==> src/rtl/dmem_arbiter_if.sv <==
`default_nettype none
// +--------------------------------------------------------------------------+
// | dmem_arbiter_if : one requester's request / grant / read-return bundle   |
// | Rev 1.0                                                                  |
// +--------------------------------------------------------------------------+
interface dmem_arbiter_if #(
  parameter int DATA_WIDTH      = 32,
  parameter int DATA_ADDR_WIDTH = 16
);
  logic                       req;
  logic                       wr;
  logic [DATA_ADDR_WIDTH-1:0] addr;
  logic [DATA_WIDTH-1:0]      wdata;
  logic                       gnt;
  logic                       rvalid;
  logic [DATA_WIDTH-1:0]      rdata;

  modport master (output req, wr, addr, wdata, input gnt, rvalid, rdata);
  modport slave  (input req, wr, addr, wdata, output gnt, rvalid, rdata);
endinterface
`default_nettype wire

==> src/rtl/dmem_arbiter.sv <==
`default_nettype none
// +--------------------------------------------------------------------------+
// | dmem_arbiter : round-robin core/host arbiter for the single-port data RAM |
// | Optional host lock (LOCKED state, host_lock port) via DMEM_ARB_LOCK_EN.  |
// | Rev 1.0                                                                  |
// +--------------------------------------------------------------------------+
module dmem_arbiter #(
  parameter int DATA_WIDTH      = 32,
  parameter int DATA_ADDR_WIDTH = 16
) (
  input  wire                        clk,
  input  wire                        rst,
  dmem_arbiter_if.slave              core,
  dmem_arbiter_if.slave              host,
`ifdef DMEM_ARB_LOCK_EN
  input  wire                        host_lock,
`endif
  output logic                       mem_en,
  output logic                       mem_we,
  output logic [DATA_ADDR_WIDTH-1:0] mem_addr,
  output logic [DATA_WIDTH-1:0]      mem_wdata,
  input  wire  [DATA_WIDTH-1:0]      mem_rdata
);

  typedef enum logic [0:0] {ST_OPEN = 1'b0, ST_LOCKED = 1'b1} state_t;

  localparam logic PORT_CORE = 1'b0;
  localparam logic PORT_HOST = 1'b1;

  state_t                     state;
  logic                       rr_last;
  logic                       core_gnt;
  logic                       host_gnt;
  logic                       core_xfer;
  logic                       host_xfer;
  logic                       any_xfer;
  logic                       win;
  logic                       win_wr;
  logic [DATA_ADDR_WIDTH-1:0] win_addr;
  logic [DATA_WIDTH-1:0]      win_wdata;
  logic                       s1_valid;
  logic                       s1_port;
  logic                       s2_valid;
  logic                       s2_port;
  logic                       core_rvalid_reg;
  logic                       host_rvalid_reg;
  logic [DATA_WIDTH-1:0]      core_rdata_reg;
  logic [DATA_WIDTH-1:0]      host_rdata_reg;

`ifdef DMEM_ARB_LOCK_EN
  state_t state_nxt;

  always_ff @(posedge clk or negedge rst) begin
    if (!rst) state <= ST_OPEN;
    else      state <= state_nxt;
  end

  always_comb begin
    state_nxt = state;
    case (state)
      ST_OPEN:   if (host_xfer && host_lock) state_nxt = ST_LOCKED;
      ST_LOCKED: if (!host_lock)             state_nxt = ST_OPEN;
      default:                               state_nxt = ST_OPEN;
    endcase
  end
`else
  assign state = ST_OPEN;
`endif

  // Grants are gated by reset so nothing is granted while rst is low.
  always_comb begin
    core_gnt = 1'b0;
    host_gnt = 1'b0;
    if (rst) begin
      if (state == ST_LOCKED) begin
        host_gnt = host.req;
      end else if (core.req && host.req) begin
        core_gnt = (rr_last == PORT_HOST);
        host_gnt = (rr_last == PORT_CORE);
      end else begin
        core_gnt = core.req;
        host_gnt = host.req;
      end
    end
  end

  assign core.gnt  = core_gnt;
  assign host.gnt  = host_gnt;
  assign core_xfer = core.req & core_gnt;
  assign host_xfer = host.req & host_gnt;
  assign any_xfer  = core_xfer | host_xfer;
  assign win       = host_xfer ? PORT_HOST : PORT_CORE;
  assign win_wr    = host_xfer ? host.wr    : core.wr;
  assign win_addr  = host_xfer ? host.addr  : core.addr;
  assign win_wdata = host_xfer ? host.wdata : core.wdata;

  // Read tag travels two stages to line up with the RAM's registered output.
  always_ff @(posedge clk or negedge rst) begin
    if (!rst) begin
      rr_last   <= PORT_HOST;
      mem_en    <= 1'b0;
      mem_we    <= 1'b0;
      mem_addr  <= '0;
      mem_wdata <= '0;
      s1_valid  <= 1'b0;
      s1_port   <= PORT_CORE;
      s2_valid  <= 1'b0;
      s2_port   <= PORT_CORE;
    end else begin
      mem_en   <= any_xfer;
      mem_we   <= any_xfer & win_wr;
      if (any_xfer) begin
        rr_last   <= win;
        mem_addr  <= win_addr;
        mem_wdata <= win_wdata;
      end
      s1_valid <= any_xfer & ~win_wr;
      s1_port  <= win;
      s2_valid <= s1_valid;
      s2_port  <= s1_port;
    end
  end

  always_ff @(posedge clk or negedge rst) begin
    if (!rst) begin
      core_rvalid_reg <= 1'b0;
      host_rvalid_reg <= 1'b0;
      core_rdata_reg  <= '0;
      host_rdata_reg  <= '0;
    end else begin
      core_rvalid_reg <= s2_valid && (s2_port == PORT_CORE);
      host_rvalid_reg <= s2_valid && (s2_port == PORT_HOST);
      if (s2_valid && (s2_port == PORT_CORE)) core_rdata_reg <= mem_rdata;
      if (s2_valid && (s2_port == PORT_HOST)) host_rdata_reg <= mem_rdata;
    end
  end

  assign core.rvalid = core_rvalid_reg;
  assign host.rvalid = host_rvalid_reg;
  assign core.rdata  = core_rdata_reg;
  assign host.rdata  = host_rdata_reg;

endmodule
`default_nettype wire

==> src/flat_wrapper.sv <==
// flat-port wrapper written by rule: the top's interface ports become plain ports
module dmem_arbiter_flat 
#(
  parameter int DATA_WIDTH      = 32,
  parameter int DATA_ADDR_WIDTH = 16
)
  (clk, rst, mem_en, mem_we, mem_addr, mem_wdata, mem_rdata, core_req, core_wr, core_addr, core_wdata, core_gnt, core_rvalid, core_rdata, host_req, host_wr, host_addr, host_wdata, host_gnt, host_rvalid, host_rdata);
  dmem_arbiter_if #(.DATA_WIDTH(DATA_WIDTH), .DATA_ADDR_WIDTH(DATA_ADDR_WIDTH)) core_i ();
  dmem_arbiter_if #(.DATA_WIDTH(DATA_WIDTH), .DATA_ADDR_WIDTH(DATA_ADDR_WIDTH)) host_i ();
  input  wire clk;
  input  wire rst;
  output logic mem_en;
  output logic mem_we;
  output logic [DATA_ADDR_WIDTH-1:0] mem_addr;
  output logic [DATA_WIDTH-1:0] mem_wdata;
  input  wire  [DATA_WIDTH-1:0] mem_rdata;
  input wire logic [$bits(core_i.req)-1:0] core_req;
  input wire logic [$bits(core_i.wr)-1:0] core_wr;
  input wire logic [$bits(core_i.addr)-1:0] core_addr;
  input wire logic [$bits(core_i.wdata)-1:0] core_wdata;
  output wire logic [$bits(core_i.gnt)-1:0] core_gnt;
  output wire logic [$bits(core_i.rvalid)-1:0] core_rvalid;
  output wire logic [$bits(core_i.rdata)-1:0] core_rdata;
  input wire logic [$bits(host_i.req)-1:0] host_req;
  input wire logic [$bits(host_i.wr)-1:0] host_wr;
  input wire logic [$bits(host_i.addr)-1:0] host_addr;
  input wire logic [$bits(host_i.wdata)-1:0] host_wdata;
  output wire logic [$bits(host_i.gnt)-1:0] host_gnt;
  output wire logic [$bits(host_i.rvalid)-1:0] host_rvalid;
  output wire logic [$bits(host_i.rdata)-1:0] host_rdata;
  assign core_i.req = core_req;
  assign core_i.wr = core_wr;
  assign core_i.addr = core_addr;
  assign core_i.wdata = core_wdata;
  assign core_gnt = core_i.gnt;
  assign core_rvalid = core_i.rvalid;
  assign core_rdata = core_i.rdata;
  assign host_i.req = host_req;
  assign host_i.wr = host_wr;
  assign host_i.addr = host_addr;
  assign host_i.wdata = host_wdata;
  assign host_gnt = host_i.gnt;
  assign host_rvalid = host_i.rvalid;
  assign host_rdata = host_i.rdata;
  dmem_arbiter #(.DATA_WIDTH(DATA_WIDTH), .DATA_ADDR_WIDTH(DATA_ADDR_WIDTH)) u_core (.clk(clk), .rst(rst), .core(core_i), .host(host_i), .mem_en(mem_en), .mem_we(mem_we), .mem_addr(mem_addr), .mem_wdata(mem_wdata), .mem_rdata(mem_rdata));
endmodule
==> config.mk <==
export PLATFORM = sky130hd
export DESIGN_NAME = dmem_arbiter_flat
export DESIGN_NICKNAME = d
export VERILOG_FILES = /design/src/rtl/dmem_arbiter_if.sv /design/src/rtl/dmem_arbiter.sv /design/src/flat_wrapper.sv
export SDC_FILE = /design/constraint.sdc
export NUM_CORES = 1
export LEC_CHECK = 0
export CAP_MARGIN = 20
export CORE_AREA = 2 2 114 116
export CTS_CLUSTER_DIAMETER = 80
export DETAILED_ROUTE_END_ITERATION = 6
export DIE_AREA = 0 0 116 118
export GPL_TIMING_DRIVEN = 0
export PLACE_DENSITY_LB_ADDON = 0.05
export RECOVER_POWER = 100
export SKIP_LAST_GASP = 1
export SLEW_MARGIN = 15
export SYNTH_ARGS = -nofsm -noshare
export SYNTH_HDL_FRONTEND = slang
export SYNTH_SLANG_ARGS = --single-unit
==> constraint.sdc <==
create_clock -name clk -period 1.9 [get_ports clk]
set_input_delay 0.475 -clock clk [delete_from_list [all_inputs] [get_ports clk]]
set_output_delay 0.475 -clock clk [all_outputs]
set_load 0.1 [all_outputs]
==> results of run 1 <==
-- state kept, by name, summed over array words and instances, names as in the netlist --
| signal | cells |
|---|---|
| u_core.core.rdata | 32 |
| u_core.host.rdata | 32 |
| u_core.mem_wdata | 32 |
| u_core.mem_addr | 16 |
| u_core.core.rvalid | 1 |
| u_core.host.rvalid | 1 |
| u_core.mem_en | 1 |
| u_core.mem_we | 1 |
| u_core.rr_last | 1 |
| u_core.s1_port | 1 |
| u_core.s1_valid | 1 |
| u_core.s2_port | 1 |
| u_core.s2_valid | 1 |
-- metrics by stage --
| step | util | std cells | setup TNS [ns] | hold slack (ns) | setup WS, ns |
|---|---|---|---|---|---|
| final | 0.670 | 780 | -0.0212 | 0.0104 | -0.0182 |
| after CTS | 0.676 | 779 | -0.130 | 0.00298 | -0.130 |
| after detailed placement | 0.605 | 745 | -38.55 | 0.336 | -1.77 |
| after floorplan | - | 321 | 0 | 0.179 | 0.0640 |
| after global placement | 0.603 | 744 | -830.49 | 0.335 | -5.79 |
| after global routing | 0.670 | 780 | -0.0920 | 0.00294 | -0.0531 |
-- power groups by stage --
stage                     Clock, mW  Combinational, mW  Sequential (mW)
after floorplan                   0              0.658             7.21
after global placement            0               6.07             3.39
after detailed placement          0               6.11             3.41
after CTS                      3.13               6.01             3.38
after global routing           3.24               6.12             3.44
final                          3.05               5.96             3.38
-- layout make-up --
type                    instances  area (um^2)  share of cell area
well taps                     172          215              0.0259
inverters                       3         11.3             0.00135
clock inverters                 8         97.6              0.0117
multi-input cells             174         1610               0.194
clock buffers                  21          470              0.0566
flip-flops and latches        121         3030               0.364
repair buffers                259         2770               0.332
plain buffers                  22          118              0.0141
-- metal layers --
layer | share of wire | up-vias | track usage
li1 | - | 1739 | -
met1 | 0.38 | 1807 | 0.228
met2 | 0.51 | 166 | 0.352
met3 | 0.089 | 22 | 0.0752
met4 | 0.019 | 0 | 0.0766
met5 | 0 | - | 0
-- cell usage after synthesis (2+ instances only) --
cell / n
clkbuf_1: 10
a221o_1: 48
a21oi_1: 2
buf_2: 10
and2_1: 49
inv_1: 3
buf_6: 3
and2_4: 2
nand2_1: 2
mux2_2: 65
dfrtp_1: 120
-- kinds of logic after synthesis --
kind of cell / count (synthesis) / share of synthesized area
and+or+nand+nor: 57 / 0.0747
DFF: 121 / 0.637
muxes: 65 / 0.154
buffers and inverters: 26 / 0.0279
AOI/OAI and AO/OA: 52 / 0.106
-- final timing paths --
| path | to | depth (start not counted) |
|---|---|---|
| worst max register to register | u_core.mem_wdata[21]$_DFFE_PN0P_ | 7 |
| max in group asynchronous | u_core.host.rdata[7]$_DFFE_PN0P_ | 2 |
| min in group clk | u_core.s2_port$_DFF_PN0_ | 0 |
| worst max-delay path | core_gnt | 3 |
| worst min-delay path | u_core.mem_wdata[13]$_DFFE_PN0P_ | 2 |
| worst min register to register | u_core.s2_port$_DFF_PN0_ | 0 |
-- layout by cell type (no fill, tap or decap), types with 3 or more instances in the layout --
cell type,netlist,routed
mux2_2,65,65
buf_6,3,3
and2_1,49,48
clkdlybuf4s15_2,0,116
clkbuf_16,0,17
clkbuf_1,10,12
dfrtp_1,120,120
and2_4,2,3
clkbuf_8,0,3
clkdlybuf4s50_1,0,130
buf_2,10,10
a221o_1,48,48
clkinvlp_4,0,3
buf_4,0,3
clkinv_2,0,3
-- worst max-delay path, cell delays in order (launching register included) --
cell and delay, ns:
dfstp_2 0.55, inv_2 0.05, a21oi_4 0.23, buf_12 0.21
-- repair_timing --
action,CTS,global route
setup endpoints to repair,166,2
gates cloned,3,0
gates resized for setup,375,3
hold endpoints to repair,18,0
hold buffers,1,0
pin swaps,0,2
buffers inserted,1,2
==> results.tsv, run 1 <==
stage	metric	value	unit
synth	Mapped Nets	455	
flow_run	MaxCap Viol Count	0	
layout	synthesis-to-finish area growth	74.9	%
power	Reg power frac	0.273	
timing	worst slew pin tran	1.17	ns
hold_path	hold crit path type	primary input to asynchronous set/reset pin	
layout	diodes inserted	0	
power	leakage	3.54	nW
synth	Post-Syn Instances	321	
synth	top cells by area, synth	dfrtp_1, mux2_2, a221o_1	
clocking	CTS Buf Count	17	
floorplan	Site Rows	41	
synth	EDFF count, synth	0	
timing	Hold Fails Final Rpt	0	
power	Sw Share	0.473	
power	pwr/cell area	1490	nW/um^2
clocking	Clock Sinks	121	
global_route	vias in the first global route	4064	
synth	Post-Syn Area	4750	um^2
critical_path	Critical Path Start	u_core.rr_last$_DFFE_PN1P_	
drt	Via density	4.79	
clocking	Root Buffer Master	clkbuf_16	
synth	post-synthesis area per instance	14.8	um^2
layout	fillers	993	
synth	largest area contributor in the netlist	dfrtp_1	
drt	routed vias	3734	
floorplan	die area	13700	um^2
synth	Netlist cell types	18	
outcome	status	complete, but fails checks	
outcome	failing checks	negative setup slack	
global_route	initial antenna violation count	0	
drt	DR iter-0 viols	164	
synth	post-synth top area share	0.632	
critical_path	Startpoint Class	flop	
floorplan	Core Region	12400	um^2
timing	final setup margin	-0.0182	ns
floorplan	die extent in x	116	um
layout	layout cells sized above 1	0.391	
critical_path	crit-path max FO	4	
clocking	H-Tree Depth	4	
synth	Yosys reg bits	121	
placed_design	dpl cell area	7510	um^2
power	Internal Pwr Total	6.53	mW
critical_path	Critical Path AT	1.44	ns
timing	f_max	0.521	GHz
timing	clock skew	0.00703	ns
drt	Routed WL per cell	17.4	um
critical_path	Reg-to-Reg Start	u_core.rr_last$_DFFE_PN1P_	
floorplan	Starting Density	0.383	
synth	sequential-to-total area share from yosys stat	0.637	
timing	minimum clock period	1.92	ns
timing	fin. max-slew vios	0	
placed_design	RePlAce Congestion	0.722	
power	VDD IR max	0.617	mV
critical_path	CP required	1.42	ns
global_route	overall global routing resource usage	0.204	
floorplan	# IOs	252	
critical_path	R2R Setup Slk	0.16	ns
clocking	CTS tree	done	
clocking	Clock Path Buffers	2	
placed_design	dpl hpwl	9800	um
timing	fin crit share	1.01	
global_route	gr ovfl total	0	
synth	Post-synth top flop	dfrtp_1	
clocking	Clk Latency, worst-skew pair	0.40	ns
placed_design	port bufs	251	
clocking	clock slew at reported path FFs	0.05	ns
timing	Setup violations, final	2	
global_route	largest net degree at the start of global routing	44	
drt	Final ANT Viol Nets	0	
drt	first-pass detailed-route iteration total	4	
drt	# DRC	0	
synth	fraction of registers with async set/reset	1.00	
layout	Finished Cell Area	8320	um^2
critical_path	Worst setup EP type	output pin	
timing	Slew HR	0.218	
critical_path	worst setup path category	flop to output pin	
global_route	first-pass GRT wire length	21200	um
power	Clk network pwr share	0.246	
layout	final net count	732	
power	Switch Pwr	5.85	mW
floorplan	die height	118	um
timing	RSZ-0062 raised after global routing	true	
drt	final wirelength	13600	um
power	Final Power	12.4	mW
synth	Synth Warn #	0	
power	power share of the combinational group	0.481	
Note: power is estimated with default switching activity, not from simulation.
==> run 2, diff against run 1 <==
--- a/config.mk
+++ b/config.mk
@@ -5,6 +5,7 @@
 export SDC_FILE = /design/constraint.sdc
 export NUM_CORES = 1
 export LEC_CHECK = 0
+export ABC_CLOCK_PERIOD_IN_PS = 1900
 export CAP_MARGIN = 20
 export CORE_AREA = 2 2 114 116
 export CTS_CLUSTER_DIAMETER = 80
==> results of run 2 <==
Same layout as run 1: the final DEF is identical, and so are final timing and power.
==> run 3, diff against run 2 <==
--- a/config.mk
+++ b/config.mk
@@ -5,12 +5,12 @@
 export SDC_FILE = /design/constraint.sdc
 export NUM_CORES = 1
 export LEC_CHECK = 0
-export ABC_CLOCK_PERIOD_IN_PS = 1900
+export ABC_CLOCK_PERIOD_IN_PS = 2300
 export CAP_MARGIN = 20
-export CORE_AREA = 2 2 114 116
+export CORE_AREA = 2 2 110 112
 export CTS_CLUSTER_DIAMETER = 80
 export DETAILED_ROUTE_END_ITERATION = 6
-export DIE_AREA = 0 0 116 118
+export DIE_AREA = 0 0 112 114
 export GPL_TIMING_DRIVEN = 0
 export PLACE_DENSITY_LB_ADDON = 0.05
 export RECOVER_POWER = 100
==> constraint.sdc (replaced) <==
create_clock -name clk -period 2.3 [get_ports clk]
set_input_delay 0.575 -clock clk [delete_from_list [all_inputs] [get_ports clk]]
set_output_delay 0.575 -clock clk [all_outputs]
set_load 0.1 [all_outputs]
==> results.tsv, run 3 (same netlist as run 1, synthesis figures left out) <==
stage	metric	value	unit	change
global_route	largest net degree at the start of global routing	60		+36%
timing	f_max	0.443	GHz	
global_route	vias in the first global route	4166		+2.5%
critical_path	Critical Path End	core_gnt		
layout	layout cells sized above 1	0.182		-0.209
timing	Hold Fails Final Rpt	0		unchanged
floorplan	Core Region	11700	um^2	-5.7%
timing	Setup violations, final	0		-2
clocking	CTS Buf Count	17		unchanged
timing	worst slew pin tran	1.75	ns	+0.574 ns
drt	Via density	5.01		+4.7%
critical_path	worst flop-to-flop path endpoint	u_core.mem_wdata[15]$_DFFE_PN0P_		
drt	# DRC	0		unchanged
power	Final Power	9.78	mW	-21%
hold_path	hold crit path type	primary input to asynchronous set/reset pin		
layout	most frequent cells in the layout	clkbuf_1, clkdlybuf4s50_1, dfrtp_1		
critical_path	worst setup path category	primary input to output pin		
clocking	Clock Path Buffers	2		unchanged
outcome	failing checks	max-capacitance violations, max-slew violations		
global_route	first-pass GRT wire length	21200	um	unchanged
floorplan	# IOs	252		unchanged
global_route	gr ovfl total	0		unchanged
layout	final net count	733		+0.14%
drt	routed vias	3793		+1.6%
critical_path	Reg2Reg Depth	6		-1
timing	clock skew	0.00292	ns	-0.00411 ns
timing	Slew HR	-0.165		-0.383
placed_design	dpl hpwl	9970	um	+1.7%
placed_design	RePlAce Congestion	0.800		+11%
critical_path	crit-path max FO	6		+2
drt	Routed WL per cell	18.2	um	+4.1%
power	VDD IR max	0.670	mV	+8.6%
floorplan	Site Rows	40		-2.4%
timing	fin. max-slew vios	63		+63
floorplan	die height	114	um	-3.4%
power	leakage	3.12	nW	-12%
timing	RSZ-0062 raised after global routing	false		
clocking	H-Tree Depth	4		unchanged
flow_run	MaxCap Viol Count	2		+2
power	pwr/cell area	1320	nW/um^2	-12%
timing	minimum clock period	2.26	ns	
critical_path	Critical Path Start	core_req		
critical_path	Critical Path AT	1.68	ns	+0.24 ns
drt	Final ANT Viol Nets	0		unchanged
floorplan	die extent in x	112	um	-3.4%
clocking	CTS tree	done		
layout	synthesis-to-finish area growth	56.2	%	
global_route	initial antenna violation count	1		+1
critical_path	Reg-to-Reg Start	u_core.rr_last$_DFFE_PN1P_		
floorplan	Starting Density	0.406		+0.0230
clocking	Root Buffer Master	clkbuf_16		
timing	final hold slack	0.109	ns	+0.0984 ns
drt	final wirelength	13800	um	+1.0%
critical_path	CP required	1.73	ns	+0.31 ns
clocking	Clock Sinks	121		unchanged
outcome	status	complete, but fails checks		
critical_path	R2R Setup Slk	0.38	ns	+0.22 ns
critical_path	Startpoint Class	primary input		
critical_path	Worst setup EP type	output pin		
floorplan	die area	12800	um^2	-6.7%
clocking	clock slew at reported path FFs	0.05	ns	about the same
clocking	Clk Latency, worst-skew pair	0.40	ns	about the same
timing	fin crit share	0.981		
global_route	overall global routing resource usage	0.218		+0.0134
placed_design	port bufs	251		unchanged
drt	first-pass detailed-route iteration total	4		unchanged
drt	DR iter-0 viols	140		-15%
[run 3: timing repair]
item,in CTS,in global routing
setup endpoints to repair,118,3
hold endpoints to repair,0,25
cloned,1,1
hold buffers,0,2
setup buffers,0,3
resized for setup,135,9
[run 3: worst min path at each step]
stage	cells past startpoint	endpoint	from	slack, ns
finish	2	u_core.mem_we$_DFF_PN0_	rst	0.11
global route	2	u_core.mem_wdata[28]$_DFFE_PN0P_	rst	0.11
CTS	1	u_core.core.rdata[25]$_DFFE_PN0P_	rst	0.03
detailed placement	0	u_core.s2_valid$_DFF_PN0_	u_core.s1_valid$_DFF_PN0_	0.33
global placement	0	u_core.s2_port$_DFF_PN0_	u_core.s1_port$_DFF_PN0_	0.33
floorplan	0	u_core.core.rdata[0]$_DFFE_PN0P_	rst	0.28
[run 3: layout make-up]
| type | count | area [um^2] |
|---|---|---|
| Antenna cell | 1 | 2.50 |
| Buffer | 23 | 119 |
| Clock buffer | 19 | 443 |
| Clock inverter | 10 | 105 |
| Fill cell | 991 | 4280 |
| Inverter | 3 | 11.3 |
| Multi-Input combinational cell | 174 | 1600 |
| Sequential cell | 121 | 3030 |
| Tap cell | 147 | 184 |
| Timing Repair Buffer | 259 | 1930 |
[run 3: metrics by stage]
step / util / instance area, um^2 / instances / worst slack (ns) / TNS, ns
floorplan: - / 4760 / 321 / 0.264 / 0
global placement: 0.636 / 7450 / 719 / -5.57 / -759.90
detailed placement: 0.639 / 7480 / 720 / -1.63 / -19.02
CTS: 0.678 / 7940 / 750 / -0.229 / -0.229
global route: 0.634 / 7430 / 757 / 0.0112 / 0
finish: 0.634 / 7430 / 757 / 0.0442 / 0
[run 3: per-layer routing]
metal | GRT usage | vias up | wire length (um)
met5 | 0 | - | 0
met4 | 0.0919 | 0 | 229
met3 | 0.0855 | 20 | 1300
met2 | 0.376 | 169 | 7080
met1 | 0.242 | 1873 | 5140
li1 | - | 1731 | -
[run 3: critical path, cell delays in order]
cell,delay [ns]
clkdlybuf4s50_1,0.51
nand2_1,0.11
a21oi_4,0.15
buf_6,0.15
buf_12,0.17
[run 3: power breakdown]
| group | total (mW) | internal, mW | switching, mW |
|---|---|---|---|
| combinational | 4.52 | 0.772 | 3.75 |
| clock | 2.47 | 1.59 | 0.881 |
| sequential | 2.79 | 2.57 | 0.219 |
